$ cat src/rtl/tpu_uart_pkg.sv
// Shared definitions for the TPU UART command protocol, used by both the
// host-side sequencer and the TPU-side command controller.
package tpu_uart_pkg;

  localparam logic [7:0] CMD_WR_WEIGHTS   = 8'h01;
  localparam logic [7:0] CMD_WR_ACTS      = 8'h02;
  localparam logic [7:0] CMD_EXECUTE      = 8'h03;
  localparam logic [7:0] CMD_READ_STATUS  = 8'h04;
  localparam logic [7:0] CMD_READ_RESULT  = 8'h05;
  localparam logic [7:0] CMD_SIGNAL_READY = 8'h06;

  localparam logic [7:0] UART_ACK = 8'hAA;

  typedef enum logic [1:0] {
    RSP_OK      = 2'd0,
    RSP_NAK     = 2'd1,
    RSP_TIMEOUT = 2'd2,
    RSP_BAD_CMD = 2'd3
  } rsp_err_t;

  typedef enum logic [2:0] {
    HOST_IDLE,
    HOST_SEND_CMD,
    HOST_SEND_PAYLOAD,
    HOST_WAIT_RSP,
    HOST_DONE
  } host_state_t;

  function automatic logic [3:0] rsp_len(input logic [7:0] cmd);
    return (cmd == CMD_READ_RESULT) ? 4'd8 : 4'd1;
  endfunction

  function automatic logic cmd_known(input logic [7:0] cmd);
    return (cmd >= CMD_WR_WEIGHTS) && (cmd <= CMD_SIGNAL_READY);
  endfunction

endpackage

$ cat src/rtl/rsp_timeout_timer.sv
// Saturating idle-cycle counter for reply bytes; flags expiry on the clock
// edge where the count would reach TIMEOUT_CYCLES.
module rsp_timeout_timer #(
  parameter int unsigned TIMEOUT_CYCLES = 1_000_000
) (
  input  logic clk,
  input  logic rst_n,
  input  logic clear,
  input  logic enable,
  output logic expired
);

  localparam int unsigned W = $clog2(TIMEOUT_CYCLES + 1);
  localparam logic [W-1:0] LIMIT = W'(TIMEOUT_CYCLES);

  logic [W-1:0] count;

  always_ff @(posedge clk or negedge rst_n) begin
    if (!rst_n) begin
      count <= '0;
    end else if (clear) begin
      count <= '0;
    end else if (enable && (count != LIMIT)) begin
      count <= count + 1'b1;
    end
  end

  assign expired = enable && (count >= LIMIT - 1'b1);

endmodule

$ cat src/rtl/uart_host_sequencer.sv
// Host-side initiator: sends one opcode (plus payload for weight/activation
// writes) over a byte stream and collects/checks the device reply.
module uart_host_sequencer
  import tpu_uart_pkg::*;
#(
  parameter int unsigned TIMEOUT_CYCLES = 1_000_000
) (
  input  logic        clk,
  input  logic        rst_n,
  input  logic        req_valid,
  output logic        req_ready,
  input  logic [7:0]  req_cmd,
  input  logic [31:0] req_payload,
  output logic [7:0]  tx_data,
  output logic        tx_valid,
  input  logic        tx_ready,
  input  logic [7:0]  rx_data,
  input  logic        rx_valid,
  output logic        rsp_valid,
  output logic [1:0]  rsp_err,
  output logic [7:0]  rsp_status,
  output logic [63:0] rsp_data,
  output logic        stray_rx,
  output logic        busy
);

  host_state_t state, state_next;
  logic [7:0]  cmd_q;
  logic [31:0] payload_q;
  logic [2:0]  cnt;
  logic [63:0] data_acc;
  logic        rx_prev;
  logic        ready_en;
  logic        rx_edge;
  logic        last_byte;
  logic        expired;

  assign rx_edge   = rx_valid && !rx_prev;
  assign last_byte = ({1'b0, cnt} == (rsp_len(cmd_q) - 4'd1));
  assign req_ready = (state == HOST_IDLE) && ready_en;
  assign busy      = (state != HOST_IDLE);
  assign rsp_valid = (state == HOST_DONE);

  rsp_timeout_timer #(.TIMEOUT_CYCLES(TIMEOUT_CYCLES)) u_timer (
    .clk     (clk),
    .rst_n   (rst_n),
    .clear   ((state != HOST_WAIT_RSP) || rx_edge),
    .enable  (state == HOST_WAIT_RSP),
    .expired (expired)
  );

  always_ff @(posedge clk or negedge rst_n) begin
    if (!rst_n) begin
      state <= HOST_IDLE;
    end else begin
      state <= state_next;
    end
  end

  always_comb begin
    state_next = state;
    tx_valid   = 1'b0;
    tx_data    = 8'h00;
    case (state)
      HOST_IDLE: begin
        if (req_valid && req_ready) begin
          state_next = cmd_known(req_cmd) ? HOST_SEND_CMD : HOST_DONE;
        end
      end
      HOST_SEND_CMD: begin
        tx_valid = 1'b1;
        tx_data  = cmd_q;
        if (tx_ready) begin
          state_next = ((cmd_q == CMD_WR_WEIGHTS) || (cmd_q == CMD_WR_ACTS)) ?
                       HOST_SEND_PAYLOAD : HOST_WAIT_RSP;
        end
      end
      HOST_SEND_PAYLOAD: begin
        tx_valid = 1'b1;
        tx_data  = payload_q[{cnt[1:0], 3'b000} +: 8];
        if (tx_ready && (cnt == 3'd3)) begin
          state_next = HOST_WAIT_RSP;
        end
      end
      HOST_WAIT_RSP: begin
        // A byte arriving on the expiry edge takes priority over the timeout.
        if (rx_edge) begin
          if (last_byte) begin
            state_next = HOST_DONE;
          end
        end else if (expired) begin
          state_next = HOST_DONE;
        end
      end
      HOST_DONE: state_next = HOST_IDLE;
      default:   state_next = HOST_IDLE;
    endcase
  end

  always_ff @(posedge clk or negedge rst_n) begin
    if (!rst_n) begin
      cmd_q      <= 8'h00;
      payload_q  <= 32'h0;
      cnt        <= 3'd0;
      data_acc   <= 64'h0;
      rx_prev    <= 1'b0;
      ready_en   <= 1'b0;
      stray_rx   <= 1'b0;
      rsp_err    <= RSP_OK;
      rsp_status <= 8'h00;
      rsp_data   <= 64'h0;
    end else begin
      ready_en <= 1'b1;
      rx_prev  <= rx_valid;
      if (rx_edge && (state != HOST_WAIT_RSP)) begin
        stray_rx <= 1'b1;
      end
      case (state)
        HOST_IDLE: begin
          if (req_valid && req_ready) begin
            cmd_q     <= req_cmd;
            payload_q <= req_payload;
            cnt       <= 3'd0;
            data_acc  <= 64'h0;
            if (!cmd_known(req_cmd)) begin
              rsp_err <= RSP_BAD_CMD;
            end
          end
        end
        HOST_SEND_PAYLOAD: begin
          if (tx_valid && tx_ready) begin
            cnt <= (cnt == 3'd3) ? 3'd0 : cnt + 3'd1;
          end
        end
        HOST_WAIT_RSP: begin
          if (rx_edge) begin
            cnt <= cnt + 3'd1;
            data_acc[{cnt, 3'b000} +: 8] <= rx_data;
            if (last_byte) begin
              case (cmd_q)
                CMD_READ_STATUS: begin
                  rsp_status <= rx_data;
                  rsp_err    <= RSP_OK;
                end
                CMD_READ_RESULT: begin
                  rsp_data <= {rx_data, data_acc[55:0]};
                  rsp_err  <= RSP_OK;
                end
                default: rsp_err <= (rx_data == UART_ACK) ? RSP_OK : RSP_NAK;
              endcase
            end
          end else if (expired) begin
            rsp_err  <= RSP_TIMEOUT;
            rsp_data <= data_acc;
          end
        end
        default: ;
      endcase
    end
  end

endmodule

$ cat config.mk
export PLATFORM = sky130hd
export DESIGN_NAME = uart_host_sequencer
export DESIGN_NICKNAME = d
export VERILOG_FILES = /design/src/rtl/tpu_uart_pkg.sv /design/src/rtl/rsp_timeout_timer.sv /design/src/rtl/uart_host_sequencer.sv
export SDC_FILE = /design/constraint.sdc
export NUM_CORES = 1
export LEC_CHECK = 0
export CORE_MARGIN = 2
export CORE_UTILIZATION = 31
export DETAILED_ROUTE_END_ITERATION = 12
export PLACE_DENSITY = 0.48
export SLEW_MARGIN = 20
export SYNTH_ARGS = -nofsm -noshare
export SYNTH_HDL_FRONTEND = slang
export SYNTH_SLANG_ARGS = --single-unit
export TNS_END_PERCENT = 1
$ cat constraint.sdc
create_clock -name clk -period 3.4 [get_ports clk]
set_clock_uncertainty 0.05 [all_clocks]
set_input_delay 0.68 -clock clk [delete_from_list [all_inputs] [get_ports clk]]
set_output_delay 0.68 -clock clk [all_outputs]
set_load 0.005 [all_outputs]
==> run_results.csv <==
group,metric,value,unit
status,outcome,"finished, final reports clean",
logic_synthesis,synth_edf_count,0,
floorplan,initial_core_util,31.30,%
clock_tree,clkTransAtPathRegs,0.06,ns
detailed_routing,first_pass_iters,7,
floorplan,core-area,28470,um^2
finish,nFillCells,2729,
logic_synthesis,synth_fp_nets,803,
finish,antenna_cells,0,
logic_synthesis,ys_top_cells_by_count,"dfrtp_1, nand2_1, mux2_2",
placed_design,dp_cells,1249,
sta,rsz0062_at_grt,"no",
sta,post-route-min-period,3.166,ns
setup_path,critPathKind,"flop to output pin",
logic_synthesis,yosysMostFrequentCell,"dfrtp_1",
run,maxCapViolCount,0,
setup_path,critPathArrivalTime,2.44,ns
sta,fin_crit_sh,93.11,%
sta,hold_slack,0.1892,ns
logic_synthesis,yosysWarnings,0,
power_and_ir_drop,pwr_density_cell,624.9,nW/um^2
logic_synthesis,syn_inst,740,
logic_synthesis,synthDominantCellAreaShare,58.13,%
clock_tree,hold_buffers,0,
logic_synthesis,synth_seq_cells,207,
placed_design,port_buffers,139,
grt,grt_pass1_vias,6217,
clock_tree,cts_tree,"built",
placed_design,dp_hpwl,15520,um
grt,antenna_found_initial,0,
clock_tree,cts_buffers,24,
finish,nets,954,
setup_path,end_kind,"output pin",
power_and_ir_drop,power_leakage,5.420,nW
sta,worstMarginPinSlew,0.7524,ns
clock_tree,cts_num_sinks,207,
detailed_routing,totalWireLength,22840,um
logic_synthesis,yosysSeqAreaShare,58.13,%
logic_synthesis,synthFlopType,"dfrtp_1",
sta,setup_viol,0,
detailed_routing,drt_iter0_markers,344,
setup_path,path_max_fanout,12,
logic_synthesis,netlist_area,8911,um^2
sta,max-slew-margin-rel,49.84,%
placed_design,globalplace.congestion,0.7383,
finish,syn_to_final_growth,30.83,%
power_and_ir_drop,max-vdd-ir-drop,0.3996,mV
placed_design,place_ws,0.3067,ns
grt,grt_pass1_wl,36620,um
floorplan,die_w,173.5,um
detailed_routing,route.detailed.wl_per_inst,17.66,um
finish,drive_gt1_share,17.49,%
clock_tree,cts_buffer_depth,3,
clock_tree,cts_root_buffer,"clkbuf_16",
finish,fin_cells,1293,
detailed_routing,ant_nets,0,
sta,setup_slack,0.2343,ns
placed_design,post_dp_cell_area,10830,um^2
sta,clock.fmax,315.9,MHz
sta,hold_viol,0,
sta,totalNegativeSetupSlack,0,ns
setup_path,start_kind,"flop",
detailed_routing,vias,6042,
grt,grt_use_total,15.24,%
grt,grt_max_degree,90,
finish,final_area,11660,um^2
setup_path,cp.required,2.67,ns
clock_tree,clkLatencyLatePin,0.51,ns
clock_tree,htreeDepth,1,
detailed_routing,via_per_inst,4.673,
sta,slew_violations,0,
floorplan,rows,62,
floorplan,ios,140,
logic_synthesis,synth_area_leaders,"dfrtp_1, mux2_2, a22o_1",
floorplan,dieArea,30120,um^2
logic_synthesis,yosysTopAreaCell,"dfrtp_1",
hold_path,holdCritPathClass,"primary input to asynchronous set/reset pin",
floorplan,fp.dieH,173.5,um
logic_synthesis,synth_cell_types,56,
logic_synthesis,avgSynthCellArea,12.04,um^2
grt,grt-ovfl-total,0,
logic_synthesis,async_flop_share,100.0,%
detailed_routing,post-route-drc-count,0,
repair_timing:
action,4_1_cts,5_1_grt
buffers inserted,0,0
setup endpoints to repair,7,0
resized for setup,1,0
area by class of cell:
cell class              count  area (um^2)  area share, %
clock buffers              35        703.2          6.031
inverters                   9        33.78         0.2898
clock inverters             9        122.6          1.052
multi-input cells         483         3490          29.93
flip-flops and latches    207         5181          44.44
well taps                 384        480.5          4.121
repair buffers            166         1648          14.13
where the power goes:
group          internal (mW)  total [mW]  switching [mW]
Combinational          0.770        1.55           0.776
Clock                   1.66        2.68            1.02
Sequential              2.76        3.06           0.296
Total                   5.19        7.29            2.10
final timing paths:
check / from / endpoint / slack, ns / cells past startpoint
max in group asynchronous: rst_n / cnt[0]$_DFFE_PN0P_ / 2.38 / 2
worst max-delay path: cnt[0]$_DFFE_PN0P_ / tx_data[2] / 0.23 / 4
worst min register to register: payload_q[27]$_DFFE_PN0P_ / payload_q[27]$_DFFE_PN0P_ / 0.42 / 2
worst max register to register: cnt[1]$_DFFE_PN0P_ / data_acc[36]$_DFFE_PN0P_ / 0.56 / 7
worst min-delay path: rst_n / rsp_data[4]$_DFFE_PN0P_ / 0.19 / 1
min in group clk: payload_q[27]$_DFFE_PN0P_ / payload_q[27]$_DFFE_PN0P_ / 0.42 / 2
per-stage QoR:
step | util [%] | total power, mW
after floorplan | - | 3.954
after global placement | 38.05 | 4.672
after detailed placement | 38.05 | 4.672
after CTS | 40.95 | 7.400
after global routing | 40.95 | 7.708
final | 40.95 | 7.286
routing by layer:
layer  up-vias  wire length [um]  GRT usage, %
li1       2926                 -             -
met1      2938             10880         21.61
met2       156             10160         23.95
met3        22              1506         3.575
met4         0               285         3.001
met5         -                 0             0
cell families after synthesis:
kind of cell	count (synthesis)	share of synthesized area, %
multiplexers	90	12.34
other	1	0.04208
flip-flops	207	58.13
AND/OR/NAND/NOR	254	13.55
AO/OA/AOI/OAI	110	10.05
buffers and inverters	50	2.710
XOR/XNOR	18	1.769
adder cells (fa/ha/maj)	10	1.404
placed cells by master, fill, tap and decap left out, drive strengths merged, types with 9 or more instances in the layout:
cell / count
dfrtp: 207
nand2: 139
clkdlybuf4s50: 138
mux2: 79
a22o: 60
clkbuf: 36
nor2: 35
buf: 27
xor2: 16
o21ai: 13
nand3: 11
ha: 10
and2: 10
inv: 9
sequential cells by signal, indices dropped and copies added (netlist names):
| name | flops |
|---|---|
| data_acc | 64 |
| rsp_data | 64 |
| payload_q | 32 |
| u_timer.count | 20 |
| cmd_q | 8 |
| rsp_status | 8 |
| cnt | 3 |
| state | 3 |
| rsp_err | 2 |
| ready_en | 1 |
| rx_prev | 1 |
| stray_rx | 1 |
worst max-delay path: stages, from the launching register on:
cell and delay (ns):
dfrtp_2 0.61, mux4_2 0.59, a22oi_1 0.15, nor2_1 0.08, clkdlybuf4s50_1 0.50
Power figures use the tool's default switching activity.
